**config.mk**
```make
export PLATFORM = sky130hd
export DESIGN_NAME = split_check_sequencer
export DESIGN_NICKNAME = d
export VERILOG_FILES = /design/src/rtl/split_check_sequencer.sv
export SDC_FILE = /design/constraint.sdc
export NUM_CORES = 1
export LEC_CHECK = 0
export ABC_CLOCK_PERIOD_IN_PS = 2750
export CAP_MARGIN = 20
export CORE_MARGIN = 2
export CORE_UTILIZATION = 40
export CTS_BUF_LIST = sky130_fd_sc_hd__clkbuf_16
export CTS_CLUSTER_SIZE = 25
export DETAILED_ROUTE_END_ITERATION = 8
export GPL_TIMING_DRIVEN = 0
export PLACE_DENSITY = 0.7
export SLEW_MARGIN = 25
export SYNTH_ARGS = -nofsm -noshare
export SYNTH_HDL_FRONTEND = slang
export SYNTH_SLANG_ARGS = --single-unit
```
**constraint.sdc**
```tcl
create_clock -name clk -period 2.75 [get_ports clk]
set_input_delay 0.55 -clock clk [delete_from_list [all_inputs] [get_ports clk]]
set_output_delay 0.55 -clock clk [all_outputs]
set_load 0.1 [all_outputs]
```
**src/rtl/split_check_sequencer.sv**
```systemverilog
// split_check_sequencer
// Rejection-sampling controller: fetches a candidate assignment from the stimulus
// generator, then walks the split checkers one per cycle through split_sel and
// samples the muxed pass bit. A candidate is accepted only when every split passes.
// The first failing split discards the candidate and a new one is requested, up to
// MAX_TRIES candidates per solve.
//
// Handshake: cand_req acts as "ready" and cand_valid as "valid". A candidate moves
// across in the cycle where both are high (cand_load). cand_req stays high for the
// whole REQ state and does not depend on cand_valid. The generator may hold
// cand_valid high, or assert it late, without any timeout.
//
// state_dbg exposes the FSM encoding (0=IDLE 1=REQ 2=CHECK 3=DONE) for checkers.
module split_check_sequencer #(
  parameter int NUM_SPLITS = 4,
  parameter int MAX_TRIES  = 16,
  localparam int SEL_W = (NUM_SPLITS > 1) ? $clog2(NUM_SPLITS) : 1,
  localparam int TRY_W = $clog2(MAX_TRIES + 1)
) (
  input  logic             clk,
  input  logic             rst,
  input  logic             start,
  input  logic             abort,
  output logic             cand_req,
  input  logic             cand_valid,
  output logic             cand_load,
  output logic [SEL_W-1:0] split_sel,
  input  logic             split_pass,
  output logic             busy,
  output logic             done,
  output logic             accepted,
  output logic [TRY_W-1:0] tries_used,
  output logic [SEL_W-1:0] fail_idx,
  output logic [1:0]       state_dbg
);

  typedef enum logic [1:0] {
    S_IDLE  = 2'd0,
    S_REQ   = 2'd1,
    S_CHECK = 2'd2,
    S_DONE  = 2'd3
  } state_t;

  state_t state;
  state_t state_nxt;

  logic last_split;
  logic tries_max;
  logic abort_now;
  logic start_now;

  assign last_split = (split_sel == SEL_W'(NUM_SPLITS - 1));
  assign tries_max  = (tries_used == TRY_W'(MAX_TRIES));
  // abort only matters outside IDLE; in IDLE start is the sole trigger
  assign abort_now  = abort && (state != S_IDLE);
  assign start_now  = start && (state == S_IDLE);

  // State register with asynchronous reset
  always_ff @(posedge clk or posedge rst) begin
    if (rst) begin
      state <= S_IDLE;
    end else begin
      state <= state_nxt;
    end
  end

  // Next-state logic; abort overrides every transition out of a busy state
  always_comb begin
    state_nxt = state;
    if (abort_now) begin
      state_nxt = S_IDLE;
    end else begin
      case (state)
        S_IDLE:  if (start) state_nxt = S_REQ;
        S_REQ:   if (cand_valid) state_nxt = S_CHECK;
        S_CHECK: begin
          if (split_pass) begin
            if (last_split) state_nxt = S_DONE;
          end else begin
            state_nxt = tries_max ? S_DONE : S_REQ;
          end
        end
        S_DONE:  state_nxt = S_IDLE;
        default: state_nxt = S_IDLE;
      endcase
    end
  end

  // Outputs decoded directly from the current state
  always_comb begin
    cand_req  = (state == S_REQ);
    cand_load = (state == S_REQ) && cand_valid;
    busy      = (state != S_IDLE);
    done      = (state == S_DONE);
    state_dbg = state;
  end

  // Solve bookkeeping: split index, try counter, verdict and last rejecting split
  always_ff @(posedge clk or posedge rst) begin
    if (rst) begin
      split_sel  <= '0;
      tries_used <= '0;
      accepted   <= 1'b0;
      fail_idx   <= '0;
    end else if (abort_now) begin
      // tries_used deliberately holds so software can see how far the solve got
      accepted <= 1'b0;
    end else if (start_now) begin
      split_sel  <= '0;
      tries_used <= '0;
      accepted   <= 1'b0;
    end else if (state == S_REQ) begin
      if (cand_valid) begin
        tries_used <= tries_used + 1'b1;
        split_sel  <= '0;
      end
    end else if (state == S_CHECK) begin
      if (split_pass) begin
        if (last_split) begin
          accepted <= 1'b1;
        end else begin
          split_sel <= split_sel + 1'b1;
        end
      end else begin
        fail_idx <= split_sel;
      end
    end
  end

endmodule

```
==> results.toml, run 1 <==
[logic_synthesis]
syn-num-nets = 83
syn-instance-count = 74
synth.avg_cell_area_um2 = 9.59
synth_seq_area_share_pct = 42.3
synth.lib_cells_used.distinct = 30
synthesized_cell_area_um2 = 709
synth_seq_cells = 12
ys.warnings.count = 0

[setup_path]
critical_path.cell_chain = "clkdlybuf4s50_1 -> nand3b_1 -> inv_1 -> clkdlybuf4s15_1"
worstSetupStartpointType = "input pin"
reg2reg_setup_slack_ps = 1240
cpMaxStageDelayCell = "clkdlybuf4s15_1"
critPathRequiredTime_ps = 2200
critical_path_arrival_ps = 2100
setup.worst_path.end_class = "output port"
timing.setup.critical_path_class = "in2out"
critical-path-max-stage-delay_ps = 810
critical_path.reg2reg.startpoint = "state_dbg[1]$_DFFE_PP0P_"
worst_setup_path_startpoint = "cand_valid"
crit_fanout = 5

[global_route]
gr-total-overflow = 0
antenna_found_initial = 0
grt_max_degree = 13
grt_usage_pct = 18.7
first_pass_grt_wire_length_um = 2730
vias_in_the_first_global_route = 610

[cts]
htree_num_levels = 1
cts-buffers-inserted = 3
tritoncts = "done"
cts.reportedPaths.clkPinSlew_ps = 40
clock-sinks = 12
clock_tree.root_cell = "clkbuf_16"
clock_insertion_delay_worst_skew_ps = 240
cts.path.max_buffers = 2
ctsHoldBuffers = 0

[pwr]
cellInternalPower_mw = 0.435
total_power_mw = 0.688
power_per_cell_area_nw_per_um2 = 673
netSwitchingPower_mw = 0.253
leakage_nw = 0.478
pwr-share-seq_pct = 28.4
comb_power_share_pct = 32.6
power.share.clock_pct = 39.0
power.share.switching_pct = 36.8
peak_supply_drop_mv = 0.424

[drt]
drtAntennaViolNets = 0
detail_route.drc_violations = 0
dr.pass1.iters = 4
dr.first_iter.drc_count = 10
routed_wire_length_per_instance_um = 14.1
via_cell_ratio = 5.44
finalWirelength_um = 1640
vias = 631

[place]
post-place-ws_ps = -214
gpl.final_weighted_congestion = 0.756
detailed_place_hpwl_um = 1230
io_buffer_count = 21

[floorplan]
start_util_pct = 42.0
chipHeight_um = 46.1
floorplan.io_pins = 22
area_of_the_core_region_um2 = 1690
num_rows = 15
die_w_um = 46.1
floorplan.die_area_um2 = 2130

[cells_and_area]
mostFrequentLayoutCell = "clkdlybuf4s50_1"
area_delta_synth_final_pct = 44.1
layout-drive-gt1-share_pct = 9.09
fill_cells = 154
layout_common_cells = "17 x clkdlybuf4s50_1, 12 x dfrtp_1, 7 x nand2b_1, 7 x nand2_1, 6 x inv_1"
antenna_cells = 0
nNetsFinal = 109

[timing]
slew_violations = 0
hold_violations = 0
worst_clock_skew_ps = 1.54
finalWorstPathRequiredPeriod_ps = 2650
setup_viol_count_final = 0
setup_repair_after_global_routing_missed_its_margin = "no"
final_critical_path_setup_slack_ps = 98.5
fmax_mhz = 377
worst_slew_margin_rel_pct = 34.9
worst-slew-pin-transition_ps = 973
final_min_period_over_clock_period_pct = 96.4

[job]
maxCapViolCount = 0

[run_status]
run_status = "completed"

[worst_hold_path]
holdCritPathClass = "reg2reg"
hold_crit_start = "fail_idx[0]$_DFFE_PP0P_"
per-layer routing:
metal / GRT usage (%) / wire length, um / vias up
li1: - / - / 309
met2: 28.9 / 788 / 19
met5: 0 / 0 / -
met3: 2.35 / 64 / 5
met1: 23.5 / 737 / 298
met4: 13.7 / 48 / 0
per-stage QoR:
stage	instances	utilization, %	cell area, um^2	hold WS (ps)	TNS (ps)
finish	116	60.5	1020	489	0
global route	116	60.5	1020	523	0
CTS	116	60.3	1020	495	0
detailed placement	112	55.9	943	480	-214
global placement	112	55.9	943	471	-205
floorplan	74	-	712	415	0
power by group through the flow:
| stage | logic, mW | clock network, mW | registers, mW |
|---|---|---|---|
| after detailed placement | 0.228 | 0 | 0.198 |
| final | 0.224 | 0.268 | 0.195 |
| after floorplan | 0.111 | 0 | 0.259 |
| after global placement | 0.225 | 0 | 0.197 |
| after CTS | 0.225 | 0.273 | 0.196 |
| after global routing | 0.236 | 0.280 | 0.198 |
sequential cells by signal (all words and copies together), names as in the netlist:
register / cells
accepted: 1
state_dbg: 2
tries_used: 5
split_sel: 2
fail_idx: 2
critical path, delay by kind of cell:
family	cells	cell delay [ps]
buf+inv	3	1430
simple gates	1	120
logic make-up (layout without fill, tap and decap cells):
| family | count (synthesis) | count (layout) | share of synthesized area, % |
|---|---|---|---|
| AO/OA/AOI/OAI | 15 | 15 | 13.2 |
| AND/OR/NAND/NOR | 31 | 31 | 26.6 |
| adder cells (fa/ha/maj) | 3 | 3 | 5.29 |
| buffers and inverters | 8 | 33 | 4.41 |
| multiplexers | 5 | 5 | 8.11 |
| flip-flops | 12 | 12 | 42.3 |
worst paths after layout:
path	to	cells past startpoint
min in group asynchronous	tries_used[0]$_DFFE_PP0P_	2
worst max register to register	tries_used[0]$_DFFE_PP0P_	4
worst min register to register	fail_idx[0]$_DFFE_PP0P_	1
max in group asynchronous	state_dbg[1]$_DFFE_PP0P_	2
worst min-delay path	fail_idx[0]$_DFFE_PP0P_	1
worst max-delay path	cand_load	4
layout make-up:
type                            count  area [um^2]  area share (%)
Tap cell                           17         21.3            2.08
Sequential cell                    12          300            29.4
Clock buffer                        3         75.1            7.34
Timing Repair Buffer               21          210            20.6
Multi-Input combinational cell     54          380            37.2
Clock inverter                      1         3.75           0.367
Buffer                              2         8.76           0.857
Inverter                            6         22.5            2.20
Yosys cell counts (all sizes together):
cell / instances / area (um^2)
mux2i: 2 / 20.0
o31a: 1 / 8.76
or2: 1 / 6.26
nand4b: 1 / 8.76
o211a: 1 / 10.0
or3: 1 / 6.26
nor4bb: 1 / 10.0
or4b: 1 / 10.0
inv: 6 / 22.5
clkbuf: 1 / 3.75
buf: 1 / 5.00
mux2: 3 / 37.5
ha: 3 / 37.5
a21o: 1 / 7.51
a21oi: 5 / 25.0
or3b: 2 / 20.0
nand2: 7 / 26.3
and2: 1 / 6.26
nand3: 2 / 10.0
a22o: 1 / 8.76
a211oi: 1 / 7.51
nand3b: 2 / 15.0
o22ai: 1 / 6.26
nor2: 4 / 15.0
nand4bb: 1 / 11.3
dfrtp: 12 / 300
nand2b: 7 / 43.8
o21ai: 4 / 20.0
timing repair:
item                                    4_1_cts  5_1_grt
endpoints found under the setup margin        3        2
gates resized for setup                       3        2
pin swaps                                     0        0
setup buffers                                 0        0
(Power assumes the default switching activity.)
==> run 2: changes to the inputs <==
Settings changed: CTS_CLUSTER_SIZE 25 to 20, SKIP_CTS_REPAIR_TIMING set to 1.
==> run 2 against run 1 <==
  * Critical path depth did not move
  * First-iteration DRC count did not move
  * Worst hold slack did not move
  * Largest cell class unchanged
==> results.toml, run 2 (synthesis results as in run 1) <==
[cells_and_area]
mostFrequentLayoutCell = "clkdlybuf4s50_1"
layout-drive-gt1-share_pct = 9.09
registers.top_by_ff_count = "tries_used"
max_reg_flops = 5
layout_common_cells = "17 x clkdlybuf4s50_1, 12 x dfrtp_1, 7 x nand2b_1, 7 x nand2_1, 6 x inv_1"
post-route-cell-area_um2 = 1030
nNetsFinal = 109
antenna_cells = 0
area_delta_synth_final_pct = 45.5
post-route-util_pct = 61.1

[drt]
finalWirelength_um = 1640
routed_wire_length_per_instance_um = 14.2
via_cell_ratio = 5.44
dr.first_iter.drc_count = 10
detail_route.drc_violations = 0
vias = 631
drtAntennaViolNets = 0
dr.pass1.iters = 4

[setup_path]
reg2reg_setup_slack_ps = 1240
worstPathBufferInverterCount = 3
setup.worst_path.end_class = "output port"
crit_fanout = 5
worst_path_dominant_cell_family = "buffers and inverters"
worstSetupStartpointType = "input pin"
critPathRequiredTime_ps = 2200
cpMaxStageDelayCell = "dlymetal6s2s_1"
critical_path.cell_chain = "clkdlybuf4s50_1 -> nand3b_1 -> inv_1 -> dlymetal6s2s_1"
critical-path-max-stage-delay_ps = 730
timing.setup.critical_path_class = "in2out"
critical_path_arrival_ps = 2020

[cts]
tritoncts = "done"
clock_tree.root_cell = "clkbuf_16"
htree_num_levels = 1
cts.reportedPaths.clkPinSlew_ps = 40
cts.path.max_buffers = 2
cts-buffers-inserted = 3
clock_insertion_delay_worst_skew_ps = 240
clock-sinks = 12

[pwr]
peak_supply_drop_mv = 0.425
pwr-share-seq_pct = 28.3
comb_power_share_pct = 32.8
leakage_nw = 0.515
netSwitchingPower_mw = 0.253
power_per_cell_area_nw_per_um2 = 669
cellInternalPower_mw = 0.437
power.share.clock_pct = 38.9
power.share.switching_pct = 36.7

[global_route]
first_pass_grt_wire_length_um = 2730
antenna_found_initial = 0
vias_in_the_first_global_route = 610
gr-total-overflow = 0
grt_usage_pct = 18.7
grt_max_degree = 13

[timing]
final_min_period_over_clock_period_pct = 93.5
slew_violations = 0
setup_repair_after_global_routing_missed_its_margin = "no"
setup_viol_count_final = 0
finalWorstPathRequiredPeriod_ps = 2570
worst_slew_margin_rel_pct = 34.9
fmax_mhz = 389
hold_violations = 0
worst_clock_skew_ps = 1.54
final_critical_path_setup_slack_ps = 180
worst-slew-pin-transition_ps = 973

[floorplan]
start_util_pct = 42.0
chipHeight_um = 46.1
floorplan.io_pins = 22
num_rows = 15
die_w_um = 46.1
floorplan.die_area_um2 = 2130
area_of_the_core_region_um2 = 1690

[place]
io_buffer_count = 21
detailed_place_hpwl_um = 1230
gpl.final_weighted_congestion = 0.756
post-place-ws_ps = -214
place_area_um2 = 943

[run_status]
run_status = "completed"

[job]
maxCapViolCount = 0

[worst_hold_path]
holdCritPathClass = "reg2reg"
[run 2: stage by stage]
| stage | hold WS, ps | power (mW) | instances | TNS, ps |
|---|---|---|---|---|
| 2_1_floorplan | 415 | 0.370 | 74 | 0 |
| 3_3_place_gp | 471 | 0.423 | 112 | -205 |
| 3_5_place_dp | 480 | 0.426 | 112 | -214 |
| 4_1_cts | 495 | 0.698 | 116 | -381 |
| 5_1_grt | 523 | 0.716 | 116 | 0 |
| 6_report | 489 | 0.691 | 116 | 0 |
[run 2: worst reg2reg max path, stage by stage, from the launching register on]
cell,delay (ps)
dfrtp_1,400
clkbuf_1,220
nor4bb_1,550
nand2_1,110
a21oi_1,160
[run 2: layout make-up]
class	count	area, um^2
fill	151	657
clock buffer	3	75.1
tap	17	21.3
inverter	6	22.5
multi-input combinational	54	380
clock inverter	1	3.75
buffer	2	8.76
sequential	12	300
timing repair buffer	21	220
[run 2: power groups by stage]
| stage | combinational, mW | clock [mW] | sequential (mW) |
|---|---|---|---|
| 6_report | 0.227 | 0.268 | 0.195 |
| 3_3_place_gp | 0.225 | 0 | 0.197 |
| 5_1_grt | 0.239 | 0.280 | 0.198 |
| 4_1_cts | 0.229 | 0.273 | 0.196 |
| 2_1_floorplan | 0.111 | 0 | 0.259 |
| 3_5_place_dp | 0.228 | 0 | 0.198 |
[run 2: path summary, 6_finish.rpt]
path,start,endpoint,depth (start not counted)
worst min-delay path,fail_idx[0]$_DFFE_PP0P_,fail_idx[0]$_DFFE_PP0P_,1
min in group asynchronous,rst,tries_used[0]$_DFFE_PP0P_,2
worst max-delay path,cand_valid,cand_load,4
max in group asynchronous,rst,state_dbg[1]$_DFFE_PP0P_,2
worst max register to register,state_dbg[1]$_DFFE_PP0P_,tries_used[0]$_DFFE_PP0P_,4
worst min register to register,fail_idx[0]$_DFFE_PP0P_,fail_idx[0]$_DFFE_PP0P_,1
[run 2: per-layer routing]
layer	track usage (%)	part of all wire (%)	up-vias
li1	-	-	309
met1	23.5	45	298
met2	28.9	48	19
met3	2.35	4.1	5
met4	13.7	2.9	0
met5	0	0	-
==> run 3: changes to the inputs <==
Settings changed: CTS_CLUSTER_SIZE 20 to 8.
==> results of run 3 <==
No change in the layout: final DEF, timing and power equal those of run 2.
